==> src/rtl/sine_phase_gen.sv <==
// Phase-accumulator address generator that feeds the sine sample ROM at a programmable sample rate.
// Optional macro SINE_PHASE_OFFSET_EN adds a phase_offset input that is loaded into the accumulator on start.
module sine_phase_gen #(
  parameter int ACC_WIDTH  = 32,
  parameter int ADDR_WIDTH = 6,
  parameter int DIV_WIDTH  = 16
) (
  input  logic                  clk,
  input  logic                  rst_n,
  input  logic                  start,
  input  logic                  stop,
  input  logic [ACC_WIDTH-1:0]  tuning_word,
  input  logic [DIV_WIDTH-1:0]  sample_div,
`ifdef SINE_PHASE_OFFSET_EN
  input  logic [ACC_WIDTH-1:0]  phase_offset,
`endif
  output logic                  rom_en,
  output logic [ADDR_WIDTH-1:0] rom_address,
  output logic                  sample_valid,
  output logic                  wrap,
  output logic                  busy
);

  typedef enum logic {IDLE = 1'b0, RUN = 1'b1} state_t;

  state_t                state, state_nxt;
  logic [ACC_WIDTH-1:0]  acc, acc_nxt;
  logic [DIV_WIDTH-1:0]  cnt, cnt_nxt;
  logic [ACC_WIDTH-1:0]  tw_r, tw_nxt;
  logic [DIV_WIDTH-1:0]  div_r, div_nxt;
  logic                  en_nxt, wrap_nxt;
  logic [ADDR_WIDTH-1:0] addr_nxt;
  logic [ACC_WIDTH:0]    sum;
  logic [ACC_WIDTH-1:0]  load_val;
  logic                  tick;

`ifdef SINE_PHASE_OFFSET_EN
  assign load_val = phase_offset;
`else
  assign load_val = '0;
`endif

  assign sum  = {1'b0, acc} + {1'b0, tw_r};
  assign tick = (cnt == '0);

  always_ff @(posedge clk) begin
    if (!rst_n) state <= IDLE;
    else        state <= state_nxt;
  end

  // stop wins over start in IDLE and over a tick in RUN
  always_comb begin
    state_nxt = state;
    case (state)
      IDLE:    if (start && !stop) state_nxt = RUN;
      RUN:     if (stop)           state_nxt = IDLE;
      default: state_nxt = IDLE;
    endcase
  end

  always_comb begin
    acc_nxt  = acc;
    cnt_nxt  = cnt;
    tw_nxt   = tw_r;
    div_nxt  = div_r;
    addr_nxt = rom_address;
    en_nxt   = 1'b0;
    wrap_nxt = 1'b0;
    case (state)
      IDLE: begin
        if (start && !stop) begin
          tw_nxt   = tuning_word;
          div_nxt  = sample_div;
          cnt_nxt  = sample_div;
          acc_nxt  = load_val;
          addr_nxt = load_val[ACC_WIDTH-1 -: ADDR_WIDTH];
          en_nxt   = 1'b1;
        end
      end
      RUN: begin
        if (!stop) begin
          if (tick) begin
            cnt_nxt  = div_r;
            acc_nxt  = sum[ACC_WIDTH-1:0];
            addr_nxt = sum[ACC_WIDTH-1 -: ADDR_WIDTH];
            en_nxt   = 1'b1;
            wrap_nxt = sum[ACC_WIDTH];
          end else begin
            cnt_nxt = cnt - 1'b1;
          end
        end
      end
      default: ;
    endcase
  end

  // sample_valid trails rom_en by one cycle to match the ROM's registered read
  always_ff @(posedge clk) begin
    if (!rst_n) begin
      acc          <= '0;
      cnt          <= '0;
      tw_r         <= '0;
      div_r        <= '0;
      rom_en       <= 1'b0;
      rom_address  <= '0;
      sample_valid <= 1'b0;
      wrap         <= 1'b0;
    end else begin
      acc          <= acc_nxt;
      cnt          <= cnt_nxt;
      tw_r         <= tw_nxt;
      div_r        <= div_nxt;
      rom_en       <= en_nxt;
      rom_address  <= addr_nxt;
      sample_valid <= rom_en;
      wrap         <= wrap_nxt;
    end
  end

  assign busy = (state == RUN);

endmodule
==> config.mk <==
export PLATFORM = sky130hd
export DESIGN_NAME = sine_phase_gen
export DESIGN_NICKNAME = d
export VERILOG_FILES = /design/src/rtl/sine_phase_gen.sv
export SDC_FILE = /design/constraint.sdc
export NUM_CORES = 1
export LEC_CHECK = 0
export BUFFER_PORTS_ARGS = -buffer_cell sky130_fd_sc_hd__clkbuf_2
export CORE_AREA = 2 2 124 126
export CTS_CLUSTER_SIZE = 30
export DETAILED_ROUTE_END_ITERATION = 10
export DIE_AREA = 0 0 126 128
export GPL_TIMING_DRIVEN = 0
export SLEW_MARGIN = 40
export SYNTH_ARGS = -nofsm -noshare
export SYNTH_HDL_FRONTEND = slang
export SYNTH_SLANG_ARGS = --single-unit
==> constraint.sdc <==
create_clock -name clk -period 4.88 [get_ports clk]
set_clock_uncertainty 0.05 [all_clocks]
set_input_delay 0.488 -clock clk [delete_from_list [all_inputs] [get_ports clk]]
set_output_delay 0.488 -clock clk [all_outputs]
set_load 0.005 [all_outputs]
After elaboration in Yosys (flattened, before gate mapping)
Cells that the tools add are included.

Flip-flop bits (word level): 106. Bits of input ports: 52. Output and inout bits: 10. Logic and storage cells: 42.

Add/subtract/negate cells: 2. Equal/unequal tests: 3. Multiplexer cells: 18. Bitwise gates (word level): 3. Reductions and logical operators: 7.

Operators by type and width (number): $mux W32 (3); $pmux W32 S2 (1); $mux W16 (3); $add A32 B32 Y33 (1); $pmux W16 S2 (1); $mux W6 (3); $logic_not A16 Y1 (1); $sub A16 B1 Y16 const B (1); $pmux W6 S2 (1); $mux W1 (4); $ne A2 B2 Y1 const B (2); $pmux W1 S2 (2); $reduce_and A2 Y1 (2); $reduce_or A4 Y1 (1); $not A1 Y1 (3); $reduce_and A3 Y1 (1); $ne A2 B1 Y1 const B (1); $logic_and A1 B1 Y1 (1); $logic_not A1 Y1 (1).

Depth between registers and ports, before layout
Gate-level depths: netlist of the first run.

Depth in word-level cells: 4. Depth in mapped cells: 10. Mapped depth without buffers: 10.

Worst setup path before layout of the first run
OpenSTA, ideal clock, no wires.

Path type: register to register. Start: register cnt[7]. End: register cnt[7]. Library setup time: 0.119 ns. Data arrival time: 2.300 ns. Required time: 4.711 ns. Setup slack: 2.411 ns. Stages on the path, launching flop included: 8. Buffers on the path: 1. Clock period less this slack: 2.469 ns. Path through: dfxtp_1 or4_4 or4_4 or3_4 buf_6 o21ai_0 a21oi_1 o221a_2.

Cells in the longest elaborated chain, start to end: 4. Elaborated cells between the ends (all ways): 5. Classes of those cells: 1 x add/sub; 3 x mux; 1 x reduce/logical.

Ends and longest elaborated chain: start: declaration (RTL line 28) `logic [DIV_WIDTH-1:0] cnt, cnt_nxt;`; start signal: assignment (RTL line 110) `cnt <= cnt_nxt;`; $sub A16 B1 Y16 or $logic_not A16 Y1 (tied branches) (RTL line 89, 44); $mux W16 * (RTL line 82) `if (tick) begin`; $mux W16 * (RTL line 81) `if (!stop) begin`; $pmux W16 S2 * (RTL line 69) `case (state)`.

Mark *: on every way between the ends. The rest lies on a longest branch, timed or not. The select of a mux whose other input is x is not followed. A chain may end at the register's enable or synchronous reset.

Worst setup path in the final report of the first run
Start: register tw_r[0]. End: register wrap.

Cells in the longest elaborated chain, start to end: 1.

Ends and longest elaborated chain: start: declaration (RTL line 29) `logic [ACC_WIDTH-1:0] tw_r, tw_nxt;`; start signal: assignment (RTL line 111) `tw_r <= tw_nxt;`; $add A32 B32 Y33 (RTL line 43) `assign sum = {1'b0, acc} + {1'b0, tw_r};`; end signal: assignment (RTL line 116) `wrap <= wrap_nxt;`; end: declaration (RTL line 20) `output logic wrap,`.

No other way between the ends.

==> results.toml, run 1 <==
[clock_network]
hold_buffers = 0
clock-root-buffer = "clkbuf_16"
ctsLongestPathBuffers = 2
cts_tree = "built"
ctsResizeCount = 0
clkTransAtPathRegs_ns = 0.07
post_cts_buffers = 0
cts.sinks = 100
cts_htree_levels = 3
clkLatencyLatePin_ns = 0.36
numCtsBuffers = 9

[floorplanning]
core_um2 = 14900
dieArea_um2 = 16100
initial_core_util_pct = 39.3
die_w_um = 126
num_rows = 45
die_y_um = 128
ios = 62

[worst_setup_path]
path_buf_inv = 1
cp_data_required_time_ns = 5.12
crit_arrival_ns = 3.22
crit_slowest_cell = "o31ai_1"
crit_family = "compound AO/OA/AOI/OAI gates"
crit_path_frequent_cell = "a21oi_1"
cp_max_fo = 4
path_cells = "ha_1, inv_1, fa_1, nand2b_1, a21oi_1, a21oi_1, o31ai_1, o21ai_0, a21bo_2, a21oi_1"
critPathMaxStageDelay_ns = 0.66
start_kind = "flip-flop"
cp-end-kind = "flip-flop"
crit_type = "flip-flop to flip-flop"

[outcome]
status = "finished, final reports clean"

[timing]
min_period_over_period_pct = 61.1
final_max_slew_viol_count = 0
fin_crit_ns = 2.98
tightest_slew_ns = 0.770
rsz0062_at_grt = "no"
setup_violations = 0
max_freq_mhz = 336
relSlewSlack_pct = 48.4
setup_tns_ns = 0
hold_viol_final = 0

[cells_and_area]
nets = 927
antenna_cells = 0
finish.instance_area_um2 = 6730
drive_gt1_share_pct = 12.7
final_common_cell = "nand2_1"
syn_to_final_growth_pct = 15.1
stdcell_count = 1033
final_cell_mix = "163 x nand2_1, 100 x a21oi_1, 100 x dfxtp_1, 60 x clkbuf_2, 43 x o21ai_0"

[place]
numPortBuffers = 60
gp_congestion = 0.857
hpwl_mm = 11.2
dp_cells = 1017
place_area_um2 = 6390

[power_and_ir_drop]
leakagePower_nw = 2.74
internal_power_mw = 1.43
power_frac_comb_pct = 12.9
p_seq_share_pct = 45.1
p_switching_mw = 0.490
irDropWorstVdd_v = 0.000173
pwr_density_cell_nw_per_um2 = 286
pwr-share-clk_pct = 42.0
total_power_mw = 1.92
switching_share_pct = 25.4

[grt]
antenna_found_initial = 0
grt_pass1_vias = 5112
overflow = 0
grt_pass1_wl_mm = 25.5
gr-usage-all-layers_pct = 19.5
grt_max_degree = 16

[route]
drc_errors = 0
vias = 5398
routed_wl_mm = 14.9
drt_iter0_drc = 341
viasPerCell = 5.23
drt-pass1-iter-count = 4
ant_nets = 0
avgRoutedWirePerCell_um = 14.5

[yosys]
async_reset_ff_share_pct = 0
ys_seq_elements = 100
syn-cell-area_um2 = 5840
synth-main-ff-cell = "dfxtp_1"
ys_types = 64
avgSynthCellArea_um2 = 7.60
synth-edff-count = 0
ys_seq_area_share_pct = 34.3
syn_inst = 769
synth_fp_nets = 856
synth_warnings = 0

[run]
maxCapViolCount = 0

[hold_path]
hold_class = "input pin to flip-flop"
-- worst paths after layout --
path                                           start                    to  slack, ns  cells past startpoint
worst max-delay path            tw_r[0]$_SDFFE_PN0P_       wrap$_SDFF_PP0_       1.90                     10
worst min-delay path                  tuning_word[9]  tw_r[9]$_SDFFE_PN0P_       0.29                      3
worst max register to register  tw_r[0]$_SDFFE_PN0P_       wrap$_SDFF_PP0_       1.90                     10
worst min register to register  acc[25]$_SDFFE_PN0P_  acc[25]$_SDFFE_PN0P_       0.40                      2
-- worst register-to-register path: cells and delay by family, from the launching register on --
family,cells,cell delay (ns)
compound gates,6,1.66
fa+ha+maj,2,0.60
flops,1,0.35
simple gates,1,0.18
buf+inv,1,0.06
-- registers in the layout, summed over array words and instances (netlist names) --
signal        count
acc              27
busy              1
div_r            16
tw_r             32
wrap              1
rom_address       5
sample_valid      1
cnt              16
rom_en            1
-- stage by stage --
stage	setup WS, ns	utilization [%]	hold WS, ns
5_1_grt	1.69	45.3	0.292
4_1_cts	1.93	45.3	0.287
3_5_place_dp	1.95	43.0	0.393
6_report	1.90	45.3	0.292
2_1_floorplan	2.41	-	0.380
3_3_place_gp	1.89	42.9	0.389
-- per-layer routing --
metal | share of wire (%) | GRT usage [%] | vias to the layer above
li1 | - | - | 2853
met1 | 51 | 27.8 | 2444
met2 | 43 | 30.3 | 90
met3 | 3.9 | 2.75 | 11
met4 | 1.6 | 6.46 | 0
met5 | 0 | 0 | -
-- power groups by stage --
stage	clock network (mW)	registers, mW	logic, mW
finish	0.808	0.868	0.248
global route	0.863	0.873	0.283
CTS	0.823	0.868	0.250
detailed placement	0	0.887	0.248
global placement	0	0.887	0.246
floorplan	0	0.880	0.176
-- Yosys cell counts, types with 8 or more instances --
master	n	area, um2
nand2_1	163	612
a21oi_1	100	500
dfxtp_1	100	2000
o21ai_0	43	215
clkbuf_1	38	143
ha_1	34	425
nor2_1	33	124
nand3_1	23	115
xnor2_1	20	175
a21o_1	16	120
xor2_1	15	131
inv_1	12	45.0
nor3_1	12	60.1
a31oi_1	11	68.8
o21ai_1	10	50.1
nand4_1	8	50.1
nor2b_1	8	50.1
o211ai_1	8	60.1
-- cells by family (layout without fill, tap and decap cells) --
family          count (synthesis)  count (layout)  synth area share (%)
xor+xnor                       35              35                  5.25
flops                         100             100                  34.3
mux                             5               5                 0.899
simple gates                  283             283                  21.8
compound gates                241             241                  24.9
buf+inv                        70             146                  5.29
fa+ha+maj                      35              35                  7.62
-- layout make-up --
class / count / area [um2]
Clock buffer: 12 / 267
Timing Repair Buffer: 60 / 300
Sequential cell: 100 / 2000
Fill cell: 1581 / 8140
Buffer: 57 / 260
Tap cell: 188 / 235
Clock inverter: 4 / 70.1
Inverter: 13 / 48.8
Multi-Input combinational cell: 599 / 3540
Power figures use the tool's default switching activity.
==> run 2, diff against run 1 <==
- ABC_AREA: not set -> 1
- CORE_AREA: 2 2 124 126 -> 2 2 131 133
- DIE_AREA: 0 0 126 128 -> 0 0 133 135
- clock period: 4.88 -> 2.75 ns (I/O delays scaled with it)
==> run 2 against run 1 <==
Net effect:
- sequential share of layout area down 2.7 points
- critical path depth up 3
- clock power up 57%
- final area increased by 9.8%
- maximum frequency is 36% higher
- routed wire length rose by 24%
- combinational power rose by 96%
- highest routed layer unchanged
==> results.toml, run 2 <==
[clock_network]
cts.sinks = 100
clkLatencyLatePin_ns = 0.36
numCtsBuffers = 9
clkTransAtPathRegs_ns = 0.08
post_cts_buffers = 0
ctsResizeCount = 0
clock-root-buffer = "clkbuf_16"
ctsLongestPathBuffers = 2
cts_htree_levels = 3
cts_tree = "built"
hold_buffers = 0

[yosys]
ys_seq_elements = 100
syn-cell-area_um2 = 6510
avgSynthCellArea_um2 = 6.13
synth_most_common_cell = "nand2_1"
synth-simple-area-share_pct = 33.7
synth_warnings = 0
synth-main-ff-cell = "dfxtp_1"
ys_seq_area_share_pct = 30.7
synth_area_leaders = "dfxtp_1 31%, nand2_1 22%, a21oi_1 8.9%"
synth_xor_xnor_area_share_pct = 1.48
synth_top_family_by_area = "simple AND/OR/NAND/NOR gates"
yosys-top-cells-count = "374 x nand2_1, 154 x inv_1, 116 x a21oi_1, 100 x dfxtp_1"
syn_inst = 1062
synth_fp_nets = 1149
synth_mux_area_share_pct = 0
synth.top_cell.area_share_pct = 30.7
async_reset_ff_share_pct = 0
synth-adder-area-share_pct = 6.84
synth-edff-count = 0
synth.largest_area_cell = "dfxtp_1"
ys_types = 35
synth_compound_area_share_pct = 15.0

[grt]
grt_pass1_vias = 6217
antenna_found_initial = 0
overflow = 0
grt_max_degree = 20
grt_pass1_wl_mm = 30.9
gr-usage-all-layers_pct = 21.6
grtUsageMet3_pct = 3.94
global_route.usage.met2_pct = 37.2
grt_most_used_layer = "met2"
met1_usage_pct = 27.2

[cells_and_area]
multi_input_area_um2 = 3710
syn_to_final_growth_pct = 13.4
final_common_cell = "nand2_1"
top_register = "tw_r"
final_cell_mix = "374 x nand2_1, 154 x inv_1, 116 x a21oi_1, 100 x dfxtp_1"
seq_area_um2 = 2000
antenna_cells = 0
drive_gt1_share_pct = 9.83
fillers = 1829
top_regs = "tw_r (32), acc (27)"
largest_reg_flops = 32
nets = 1221

[route]
drt-pass1-iter-count = 5
avgRoutedWirePerCell_um = 13.6
drt_iter0_drc = 422
routed_wl_mm = 18.5
viasPerCell = 4.82
vias = 6545
ant_nets = 0
drc_errors = 0

[run]
maxCapViolCount = 0

[timing]
final_max_slew_viol_count = 0
hold_viol_final = 0
hold_ws_ns = 0.0834
max_freq_mhz = 456
tightest_slew_ns = 0.715
relSlewSlack_pct = 52.3
rsz0062_at_grt = "no"
setup_violations = 0
min_period_over_period_pct = 79.7
setup_tns_ns = 0
fin_crit_ns = 2.19

[worst_setup_path]
crit_family = "simple AND/OR/NAND/NOR gates"
path_buf_inv = 2
rr_worst_depth = 13
cp_data_required_time_ns = 2.92
cp_max_fo = 4
crit_slowest_cell = "fa_1"
r2r_end = "acc[24]$_SDFFE_PN0P_"
endpoint = "acc[24]$_SDFFE_PN0P_"
crit_type = "flip-flop to flip-flop"
startpoint = "tw_r[0]$_SDFFE_PN0P_"
start_kind = "flip-flop"
path_cells = "ha_1, inv_1, fa_1, inv_1, nand3_1, nand3_1, nand2_1, nand2_1, nand2_1, nand3_1, nand2_1, nand3_1, a21oi_1"
crit_arrival_ns = 2.36
r2r-start = "tw_r[0]$_SDFFE_PN0P_"
r2r_slack_ns = 0.56
cp.depth = 13
cp-end-kind = "flip-flop"
critPathMaxStageDelay_ns = 0.40

[power_and_ir_drop]
pwr-share-clk_pct = 38.4
switching_share_pct = 29.9
pwr_density_cell_nw_per_um2 = 448
p_switching_mw = 0.989
leakagePower_nw = 3.71
internal_power_mw = 2.32
irDropWorstVdd_v = 0.000317
power_frac_comb_pct = 14.7
p_seq_share_pct = 46.9

[floorplanning]
core_um2 = 16400
die_w_um = 133
dieArea_um2 = 18000
num_rows = 47
die_y_um = 135
ios = 62
initial_core_util_pct = 39.7

[place]
gp_congestion = 0.908
numPortBuffers = 61
hpwl_mm = 14.4

[outcome]
status = "finished, final reports clean"

[hold_path]
hold_class = "input pin to flip-flop"
run 2: changes by cell type after synthesis, sizes merged, moves of 16 or more:
| cell | previous run | this run |
|---|---|---|
| inv | 12 | 158 |
| clkbuf | 38 | 21 |
| nor2 | 34 | 67 |
| nand2 | 163 | 374 |
| a21oi | 100 | 116 |
| nand3 | 23 | 64 |
run 2: stage by stage:
stage          instances  util (%)  setup slack [ns]  total power [mW]  area (um2)
2_1_floorplan       1062         -             0.944              1.91        6510
3_3_place_gp        1343      43.2             0.624              2.07        7090
3_5_place_dp        1343      43.2             0.613              2.07        7090
4_1_cts             1359      45.0             0.588              3.35        7390
5_1_grt             1359      45.0             0.356              3.48        7390
6_report            1359      45.0             0.558              3.31        7390
run 2: cell type report:
class	instances	area share, %
buffer	39	2.74
clock buffer	9	3.05
clock inverter	7	0.915
inverter	158	8.03
multi-input combinational	765	50.3
sequential	100	27.1
tap	220	3.73
timing repair buffer	61	4.13
run 2: logic make-up (layout without fill, tap and decap cells):
group | Yosys count | in the layout
xor+xnor | 11 | 11
simple gates | 532 | 532
compound gates | 187 | 187
fa+ha+maj | 35 | 35
buf+inv | 197 | 274
flops | 100 | 100
run 2: how the worst min path moves through the flow:
stage	start	end	slack (ns)	cells past startpoint
floorplan	rst_n	cnt[10]$_SDFFE_PN0P_	0.36	2
finish	tuning_word[5]	tw_r[5]$_SDFFE_PN0P_	0.08	3
CTS	tuning_word[22]	tw_r[22]$_SDFFE_PN0P_	0.08	3
detailed placement	rom_en$_SDFF_PN0_	sample_valid$_SDFF_PN0_	0.38	2
global route	tuning_word[28]	tw_r[28]$_SDFFE_PN0P_	0.08	3
global placement	rom_en$_SDFF_PN0_	sample_valid$_SDFF_PN0_	0.38	2
run 2: worst register-to-register path, stage by stage, from the launching register on:
cell and delay [ns]:
dfxtp_1 0.35, ha_1 0.19, inv_1 0.06, fa_1 0.40, inv_1 0.10, nand3_1 0.07
nand3_1 0.14, nand2_1 0.10, nand2_1 0.13, nand2_1 0.11, nand3_1 0.10, nand2_1 0.06
nand3_1 0.12, a21oi_1 0.08
run 2: power by group through the flow:
| stage | registers (mW) | clock network [mW] | logic [mW] |
|---|---|---|---|
| 2_1_floorplan | 1.57 | 0 | 0.340 |
| 3_3_place_gp | 1.59 | 0 | 0.485 |
| 3_5_place_dp | 1.59 | 0 | 0.488 |
| 4_1_cts | 1.55 | 1.31 | 0.491 |
| 5_1_grt | 1.56 | 1.37 | 0.553 |
| 6_report | 1.55 | 1.27 | 0.487 |
run 2: metal layers:
layer	wire [um]	part of all wire [%]	vias to the layer above
li1	-	-	3490
met1	8690	47	2923
met2	8790	47	106
met3	698	3.8	26
met4	366	2.0	0
met5	0	0	-
